[config.mk]
export PLATFORM = sky130hd
export DESIGN_NAME = inst_fetch_queue_flat
export DESIGN_NICKNAME = d
export VERILOG_FILES = /design/src/rtl/cpu_pkg.sv /design/src/rtl/inst_fetch_queue_if.sv /design/src/rtl/fetch_fifo.sv /design/src/rtl/inst_fetch_queue.sv /design/src/flat_wrapper.sv
export SDC_FILE = /design/constraint.sdc
export NUM_CORES = 1
export LEC_CHECK = 0
export ABC_AREA = 0
export ABC_CLOCK_PERIOD_IN_PS = 7900
export CAP_MARGIN = 20
export CORE_ASPECT_RATIO = 1.1
export CORE_UTILIZATION = 50
export DETAILED_ROUTE_END_ITERATION = 6
export PLACE_DENSITY = 0.81
export SKIP_LAST_GASP = 1
export SLEW_MARGIN = 40
export SYNTH_ARGS = -nofsm -noshare
export SYNTH_HDL_FRONTEND = slang
export SYNTH_SLANG_ARGS = --single-unit
[constraint.sdc]
create_clock -name CLK -period 7.9 [get_ports CLK]
set_input_delay 1.58 -clock CLK [delete_from_list [all_inputs] [get_ports CLK]]
set_output_delay 1.58 -clock CLK [all_outputs]
set_load 0.01 [all_outputs]
[src/rtl/cpu_pkg.sv]
// Shared CPU-wide constants and the fetch FSM state encoding.
package cpu_pkg;

  localparam int XLEN = 32;
  localparam logic [XLEN-1:0] HALT_WORD_DEFAULT = 32'h0000_0000;

  typedef enum logic {
    RUN  = 1'b0,
    HALT = 1'b1
  } fetch_state_e;

  // Fetch targets are always word aligned; the low two bits of a target are dropped.
  function automatic logic [XLEN-1:0] alignPc(input logic [XLEN-1:0] pc);
    return pc & ~32'h0000_0003;
  endfunction

endpackage

[src/rtl/inst_fetch_queue_if.sv]
// Fetch-side bus: instruction memory port, redirect input and the decode-facing queue head.
interface inst_fetch_queue_if
  import cpu_pkg::*;
#(
  parameter int DEPTH = 2
);

  localparam int CW = $clog2(DEPTH) + 1;

  logic [XLEN-1:0] IMEM_ADDR;
  logic [XLEN-1:0] IMEM_INST;
  logic            REDIRECT;
  logic [XLEN-1:0] REDIRECT_PC;
  logic            OUT_VALID;
  logic            OUT_READY;
  logic [XLEN-1:0] OUT_PC;
  logic [XLEN-1:0] OUT_INST;
  logic            HALTED;
  logic [CW-1:0]   COUNT;

  modport master (
    output IMEM_ADDR, OUT_VALID, OUT_PC, OUT_INST, HALTED, COUNT,
    input  IMEM_INST, REDIRECT, REDIRECT_PC, OUT_READY
  );

  modport slave (
    input  IMEM_ADDR, OUT_VALID, OUT_PC, OUT_INST, HALTED, COUNT,
    output IMEM_INST, REDIRECT, REDIRECT_PC, OUT_READY
  );

endinterface

[src/rtl/fetch_fifo.sv]
// Small circular queue of {pc, instruction} pairs with push, pop, flush and occupancy count.
module fetch_fifo
  import cpu_pkg::*;
#(
  parameter int DEPTH = 2
) (
  input  logic                       clk,
  input  logic                       rst,
  input  logic                       push_i,
  input  logic                       pop_i,
  input  logic                       flush_i,
  input  logic [XLEN-1:0]            push_pc_i,
  input  logic [XLEN-1:0]            push_inst_i,
  output logic [XLEN-1:0]            head_pc_o,
  output logic [XLEN-1:0]            head_inst_o,
  output logic [$clog2(DEPTH):0]     count_o,
  output logic                       full_o
);

  localparam int PTR_W = $clog2(DEPTH);
  localparam int CNT_W = PTR_W + 1;

  logic [XLEN-1:0]  mem_pc_q   [DEPTH];
  logic [XLEN-1:0]  mem_inst_q [DEPTH];
  logic [PTR_W-1:0] rd_q, rd_d;
  logic [PTR_W-1:0] wr_q, wr_d;
  logic [CNT_W-1:0] count_q, count_d;

  // DEPTH is a power of two, so pointers wrap naturally; flush overrides any push or pop.
  always_comb begin
    rd_d    = rd_q;
    wr_d    = wr_q;
    count_d = count_q;
    if (flush_i) begin
      rd_d    = '0;
      wr_d    = '0;
      count_d = '0;
    end else begin
      if (push_i) wr_d = wr_q + PTR_W'(1);
      if (pop_i)  rd_d = rd_q + PTR_W'(1);
      count_d = count_q + CNT_W'(push_i) - CNT_W'(pop_i);
    end
  end

  always_ff @(posedge clk or posedge rst) begin
    if (rst) begin
      rd_q    <= '0;
      wr_q    <= '0;
      count_q <= '0;
      for (int i = 0; i < DEPTH; i++) begin
        mem_pc_q[i]   <= '0;
        mem_inst_q[i] <= '0;
      end
    end else begin
      rd_q    <= rd_d;
      wr_q    <= wr_d;
      count_q <= count_d;
      if (push_i && !flush_i) begin
        mem_pc_q[wr_q]   <= push_pc_i;
        mem_inst_q[wr_q] <= push_inst_i;
      end
    end
  end

  assign head_pc_o   = mem_pc_q[rd_q];
  assign head_inst_o = mem_inst_q[rd_q];
  assign count_o     = count_q;
  assign full_o      = (count_q == CNT_W'(DEPTH));

endmodule

[src/rtl/inst_fetch_queue.sv]
// Instruction fetch unit: PC register, RUN/HALT fetch FSM and redirect handling in front of a fetch queue.
module inst_fetch_queue
  import cpu_pkg::*;
#(
  parameter logic [XLEN-1:0] RESET_PC  = 32'h0000_0000,
  parameter int              DEPTH     = 2,
  parameter logic [XLEN-1:0] HALT_WORD = HALT_WORD_DEFAULT
) (
  input logic                 CLK,
  input logic                 RST,
  inst_fetch_queue_if.master  bus
);

  localparam int CW = $clog2(DEPTH) + 1;

  logic [XLEN-1:0] pc_q;
  fetch_state_e    state_q;
  logic            halted_q;

  logic [CW-1:0]   fifoCount;
  logic            fifoFull;
  logic [XLEN-1:0] headPc;
  logic [XLEN-1:0] headInst;
  logic            outValid;
  logic            popEn;
  logic            pushEn;
  logic            isHaltWord;

  assign outValid   = (fifoCount != '0);
  assign popEn      = outValid && bus.OUT_READY;
  assign isHaltWord = (bus.IMEM_INST == HALT_WORD);
  assign pushEn     = (state_q == RUN) && !bus.REDIRECT && !isHaltWord && (!fifoFull || popEn);

  // Redirect beats halt and push; a halt word is never queued and freezes the PC on itself.
  always_ff @(posedge CLK or posedge RST) begin
    if (RST) begin
      pc_q     <= RESET_PC;
      state_q  <= RUN;
      halted_q <= 1'b0;
    end else if (bus.REDIRECT) begin
      pc_q     <= alignPc(bus.REDIRECT_PC);
      state_q  <= RUN;
      halted_q <= 1'b0;
    end else begin
      case (state_q)
        RUN: begin
          if (isHaltWord) begin
            state_q  <= HALT;
            halted_q <= 1'b1;
          end else if (pushEn) begin
            pc_q <= pc_q + 32'd4;
          end
        end
        HALT: begin
          state_q  <= HALT;
          halted_q <= 1'b1;
        end
        default: begin
          state_q  <= RUN;
          halted_q <= 1'b0;
        end
      endcase
    end
  end

  fetch_fifo #(
    .DEPTH(DEPTH)
  ) u_fifo (
    .clk         (CLK),
    .rst         (RST),
    .push_i      (pushEn),
    .pop_i       (popEn),
    .flush_i     (bus.REDIRECT),
    .push_pc_i   (pc_q),
    .push_inst_i (bus.IMEM_INST),
    .head_pc_o   (headPc),
    .head_inst_o (headInst),
    .count_o     (fifoCount),
    .full_o      (fifoFull)
  );

  assign bus.IMEM_ADDR = pc_q;
  assign bus.OUT_VALID = outValid;
  assign bus.OUT_PC    = headPc;
  assign bus.OUT_INST  = headInst;
  assign bus.HALTED    = halted_q;
  assign bus.COUNT     = fifoCount;

endmodule

[src/flat_wrapper.sv]
// flat-port wrapper written by rule: the top's interface ports become plain ports
module inst_fetch_queue_flat import cpu_pkg::*;
#(
  parameter logic [XLEN-1:0] RESET_PC  = 32'h0000_0000,
  parameter int              DEPTH     = 2,
  parameter logic [XLEN-1:0] HALT_WORD = HALT_WORD_DEFAULT
)
  (CLK, RST, bus_IMEM_ADDR, bus_OUT_VALID, bus_OUT_PC, bus_OUT_INST, bus_HALTED, bus_COUNT, bus_IMEM_INST, bus_REDIRECT, bus_REDIRECT_PC, bus_OUT_READY);
  inst_fetch_queue_if #(.DEPTH(DEPTH)) bus_i ();
  input logic CLK;
  input logic RST;
  output wire logic [$bits(bus_i.IMEM_ADDR)-1:0] bus_IMEM_ADDR;
  output wire logic [$bits(bus_i.OUT_VALID)-1:0] bus_OUT_VALID;
  output wire logic [$bits(bus_i.OUT_PC)-1:0] bus_OUT_PC;
  output wire logic [$bits(bus_i.OUT_INST)-1:0] bus_OUT_INST;
  output wire logic [$bits(bus_i.HALTED)-1:0] bus_HALTED;
  output wire logic [$bits(bus_i.COUNT)-1:0] bus_COUNT;
  input wire logic [$bits(bus_i.IMEM_INST)-1:0] bus_IMEM_INST;
  input wire logic [$bits(bus_i.REDIRECT)-1:0] bus_REDIRECT;
  input wire logic [$bits(bus_i.REDIRECT_PC)-1:0] bus_REDIRECT_PC;
  input wire logic [$bits(bus_i.OUT_READY)-1:0] bus_OUT_READY;
  assign bus_IMEM_ADDR = bus_i.IMEM_ADDR;
  assign bus_OUT_VALID = bus_i.OUT_VALID;
  assign bus_OUT_PC = bus_i.OUT_PC;
  assign bus_OUT_INST = bus_i.OUT_INST;
  assign bus_HALTED = bus_i.HALTED;
  assign bus_COUNT = bus_i.COUNT;
  assign bus_i.IMEM_INST = bus_IMEM_INST;
  assign bus_i.REDIRECT = bus_REDIRECT;
  assign bus_i.REDIRECT_PC = bus_REDIRECT_PC;
  assign bus_i.OUT_READY = bus_OUT_READY;
  inst_fetch_queue #(.RESET_PC(RESET_PC), .DEPTH(DEPTH), .HALT_WORD(HALT_WORD)) u_core (.CLK(CLK), .RST(RST), .bus(bus_i));
endmodule
---- After elaboration in Yosys (flattened, before gate mapping) ----
Index checks and enable logic that the tools add are counted.
storage, ports and cells
  output and inout bits ................... 100
  bits in registers ....................... 166
operators by class
  equality and inequality tests ........... 4
  bitwise logic cells ..................... 3
  reduce and logical (&&, ||, !) cells .... 15
  mux-type cells .......................... 25
  $add $sub $neg .......................... 5
  order comparisons ....................... 3
operators with widths
  kind                     count
  $mux W32                 11
  $bwmux W64               2
  $add A32 B3 Y32 const B  1
  $demux W32 S1            1
  $logic_not A32 Y1        1
  $mux W1                  8
  $logic_and A1 B1 Y1      6
  $reduce_bool A2 Y1       3
  $ge A2 B2 Y1 const B     2
  $ne A2 B2 Y1 const B     2
  $not A1 Y2               2
  $pmux W1 S2              2
  $logic_not A1 Y1         3
  $ne A3 B2 Y1 const B     1
  $reduce_and A3 Y1        1
  $add A1 B1 Y1 const B    2
  $add A2 B1 Y2            1
  $eq A2 B2 Y1 const B     1
  $lt A2 B1 Y1 const B     1
  $mux W2                  1
  $sub A2 B1 Y2            1
  $logic_or A1 B1 Y1       1
  $not A1 Y1               1

---- Longest topological paths before layout ----
  depth after elaboration ................. 8
  mapped depth ............................ 10
  gate-level depth less buffers ........... 9

---- Cells and area by module ----
A second synthesis with hierarchy kept.
second synthesis, totals
  cell total of the unflattened synthesis .. 597
  area total of the unflattened synthesis .. 8126.5 µm²
modules (own cells, without submodules)
  module            seq. area each (µm²)  area each (µm²)  times used  cells each
  fetch_fifo        3303.2                6058.3           1           360
  inst_fetch_queue  800.8                 2068.2           1           237

---- Worst setup path after synthesis ----
Ideal clock, no wire load.
  path kind ............................... input port to flip-flop
  start point ............................. input bus_IMEM_INST[0]
  end point ............................... register u_core.u_fifo.count_q[0], in the netlist u_core.u_fifo.count_o[0]
  path slack .............................. 4.514 ns
  library setup time ...................... 0.132 ns
  arrival ................................. 3.253 ns
  path buffers ............................ 1
  data required time ...................... 7.768 ns
  cell stages on the path ................. 9
  path through ............................ nor4_1 > and4_1 > a21boi_1 > clkinv_1 > clkbuf_1 > ha_1 > inv_1 > ha_1 > nor2b_1
between the ends
  longest elaborated chain between the ends .. 7
ends and longest elaborated chain
  what                                line                    source
  start: declaration                  flat_wrapper.sv:18      input wire logic [$bits(bus_i.IMEM_INST)-1:0] bus_IMEM_INST;
  $logic_not A32 Y1                   inst_fetch_queue.sv:31  assign isHaltWord = (bus.IMEM_INST == HALT_WORD);
  $logic_not A1 Y1                    inst_fetch_queue.sv:32  assign pushEn = (state_q == RUN) && !bus.REDIRECT && !isHaltWord && (!fifoFull || popEn);
  $logic_and A1 B1 Y1 (2 in a row)    inst_fetch_queue.sv:32
  $add A2 B1 Y2                       fetch_fifo.sv:41        count_d = count_q + CNT_W'(push_i) - CNT_W'(pop_i);
  $sub A2 B1 Y2                       fetch_fifo.sv:41
  $mux W2                             fetch_fifo.sv:34        if (flush_i) begin
  named net u_core.u_fifo.count_d[0]  fetch_fifo.sv:27        logic [CNT_W-1:0] count_q, count_d;
  end signal: assignment              fetch_fifo.sv:57        count_q <= count_d;
  end: declaration                    fetch_fifo.sv:27
The timed path passes the listed nets, and every way through them passes these cells.
A chain may end at the register's enable or synchronous reset.

---- Final worst setup path ----
  start point ............................. input bus_IMEM_INST[8]
  end point ............................... register u_core.u_fifo.mem_inst_q[24] in the netlist's numbering
between the ends
  longest elaborated chain between the ends .. 5
ends and longest elaborated chain
  what                              line                    source
  $logic_not A32 Y1                 inst_fetch_queue.sv:31
  $logic_not A1 Y1                  inst_fetch_queue.sv:32
  $logic_and A1 B1 Y1 (2 in a row)  inst_fetch_queue.sv:32
  $logic_and A1 B1 Y1               fetch_fifo.sv:58        if (push_i && !flush_i) begin
  end signal: indexed assignment    fetch_fifo.sv:60        mem_inst_q[wr_q] <= push_inst_i;
  end: declaration                  fetch_fifo.sv:24        logic [XLEN-1:0] mem_inst_q [DEPTH];
Every way passes these cells.

==> results.sh <==
export IMPL_synth_cell_types=52
export IMPL_drc=0
export IMPL_clock_sinks=160
export IMPL_min_path_type="flop to flop"
export IMPL_start_util_pct=51.7
export IMPL_synth_seq_area_share_pct=53.2
export IMPL_cts_tree="built"
export IMPL_clk_path_buf_depth=2
export IMPL_grt_max_degree=94
export IMPL_synth_edf_count=0
export IMPL_ys_warn_count=0
export IMPL_startpoint_type="input pin"
export IMPL_die_w_um=119
export IMPL_endpoint_kind="flop"
export IMPL_grt_pass1_wl_um=29100
export IMPL_peakVddDrop_mv=0.195
export IMPL_fp_dieH_um=131
export IMPL_ant_nets=0
export IMPL_rsz0062_at_grt="no"
export IMPL_slew_headroom_pct=53.0
export IMPL_synthesis_area_mm2=0.00753
export IMPL_hold_violations=0
export IMPL_first_pass_iters=5
export IMPL_drive_gt1_share_pct=32.3
export IMPL_vias_per_cell=5.79
export IMPL_wl_per_cell_um=19.4
export IMPL_core_mm2=0.0146
export IMPL_rows=46
export IMPL_setup_viol=0
export IMPL_place_ws_ps=3060
export IMPL_critPathMaxFanout=41
export IMPL_skew_ps=7.52
export IMPL_maxSlewViolCount=0
export IMPL_cts_inserted_buffers=17
export IMPL_final_cell_mix="mux2_2 (186), clkdlybuf4s50_1 (161), dfrtp_1 (159), nor2_1 (28), clkbuf_16 (17)"
export IMPL_worst_ep_arrival_time_ps=4690
export IMPL_mostFrequentLayoutCell="mux2_2"
export IMPL_htreeDepth=4
export IMPL_hold_buffers=0
export IMPL_power_leakage_nw=3.96
export IMPL_gp_congestion=0.766
export IMPL_cap_violations=0
export IMPL_worst_pin_slew_ps=700
export IMPL_antenna_cells=0
export IMPL_dr_total_vias=5380
export IMPL_clkTransAtPathRegs_ps=60
export IMPL_syn_area_per_cell_um2=13.1
export IMPL_root_buffer="clkbuf_16"
export IMPL_ios=168
export IMPL_crit_type="input pin to flop"
export IMPL_finalNetCount=796
export IMPL_drt_iter0_markers=244
export IMPL_required_ps=8200
export IMPL_antenna_found_initial=0
export IMPL_fin_tns_setup_ps=0
export IMPL_power_density_mw_per_mm2=317
export IMPL_outcome="finished, final reports clean"
export IMPL_gr_total_overflow=0
export IMPL_cts_setup_buffers=0
export IMPL_grt_pass1_vias=5595
export IMPL_ys_ff_latch=160
export IMPL_clock_latency_ps=420
export IMPL_track_usage_pct=24.4
export IMPL_synth_flop_cell="dfrtp_1"
export IMPL_async_reset_ff_share_pct=100
export IMPL_max_freq_mhz=228
export IMPL_hpwl_um=12400
export IMPL_fin_crit_sh_pct=55.5
export IMPL_synthCells=573
export IMPL_period_needed_ps=4390
export IMPL_portBuffers=161
export IMPL_syn_to_final_growth_pct=31.1
export IMPL_die_area_mm2=0.0155
export IMPL_worst_slack_ps=3510
export IMPL_wirelength_um=18100
export IMPL_cts_resized_gates=0
## per-layer routing
| layer | up-vias | global-route usage, % | share of wire [%] |
|---|---|---|---|
| met5 | - | 0 | 0 |
| met4 | 0 | 11.3 | 3.2 |
| met3 | 38 | 7.03 | 5.6 |
| met2 | 165 | 42.5 | 52 |
| met1 | 2712 | 28.1 | 39 |
| li1 | 2465 | - | - |
## final timing paths
| kind | from | end | slack (ps) | cells past startpoint |
|---|---|---|---|---|
| max | bus_IMEM_INST[8] | u_core.u_fifo.mem_inst_q[24] | 3510 | 7 |
| min | u_core.u_fifo.mem_inst_q[5] | u_core.u_fifo.mem_inst_q[5] | 500 | 1 |
| max reg2reg | u_core.u_fifo.count_o[1] | u_core.u_fifo.count_o[1] | 4820 | 9 |
| min reg2reg | u_core.u_fifo.mem_inst_q[5] | u_core.u_fifo.mem_inst_q[5] | 500 | 1 |
| max in group asynchronous | RST | u_core.u_fifo.rd_q | 5160 | 3 |
| min in group asynchronous | RST | u_core.u_fifo.mem_inst_q[46] | 1670 | 2 |
## final cells by class
class | count | area (µm²)
Sequential cell | 160 | 4010
Tap cell | 192 | 240
Clock inverter | 9 | 57.6
Multi-Input combinational cell | 371 | 3360
Clock buffer | 22 | 494
Timing Repair Buffer | 167 | 1670
Inverter | 8 | 37.5
Fill cell | 1065 | 4690
## synth_stat cells, drive strengths merged (2+ instances only)
master	n	share of area [%]
nand3	9	0.76
nor4	10	1.2
o211ai	3	0.30
a311oi	16	1.9
nand2	11	0.55
dfrtp	160	53
nand4	10	1.1
inv	7	0.35
nor3	3	0.20
or4	7	0.70
mux2	186	28
and3	11	0.95
and4	6	0.70
a21oi	4	0.27
o31ai	6	0.60
clkbuf	16	0.80
o21ai	9	0.60
xor2	2	0.23
or3	7	0.58
buf	21	1.5
a31oi	12	1.0
nor2	28	1.4
xnor2	2	0.23
a211oi	2	0.20
o211a	4	0.53
ha	3	0.50
## worst max-delay path: stages
cell,delay [ps]
clkdlybuf4s50_1,450
nor4_1,490
and4_1,410
a21boi_4,220
nand2_2,490
buf_4,620
mux2_2,410
## logic make-up (layout without fill, tap and decap cells)
family,count (synthesis),after routing,share of synthesized area (%)
XOR/XNOR,4,4,0.466
adder cells (fa/ha/maj),3,3,0.499
AO/OA/AOI/OAI,66,66,6.50
other,1,4,0.0498
multiplexers,186,186,27.8
buffers and inverters,45,206,2.66
AND/OR/NAND/NOR,108,108,8.81
flip-flops,160,160,53.2
## power by group
part	total, mW	switching [mW]	internal, mW
Clock	0.754	0.314	0.440
Sequential	1.26	0.178	1.08
Combinational	1.12	0.418	0.702
Total	3.13	0.910	2.22
## stage by stage
step / utilization [%] / hold WS, ps / cell area, µm² / cells / total power, mW
floorplan: - / 474 / 7540 / 576 / 1.85
global placement: 63.7 / 481 / 9280 / 897 / 2.33
detailed placement: 63.9 / 487 / 9310 / 898 / 2.39
CTS: 67.7 / 502 / 9860 / 929 / 3.16
global route: 67.8 / 505 / 9870 / 929 / 3.29
finish: 67.8 / 501 / 9870 / 929 / 3.13
## state kept, by name, indices dropped and copies added, names as in the netlist
register	flops
u_core.u_fifo.wr_q	1
u_core.bus.IMEM_ADDR	30
u_core.u_fifo.count_o	2
u_core.u_fifo.rd_q	1
u_core.state_q	1
u_core.u_fifo.mem_inst_q	64
u_core.u_fifo.mem_pc_q	60
u_core.bus.HALTED	1
Note: power is estimated with default switching activity, not from simulation.
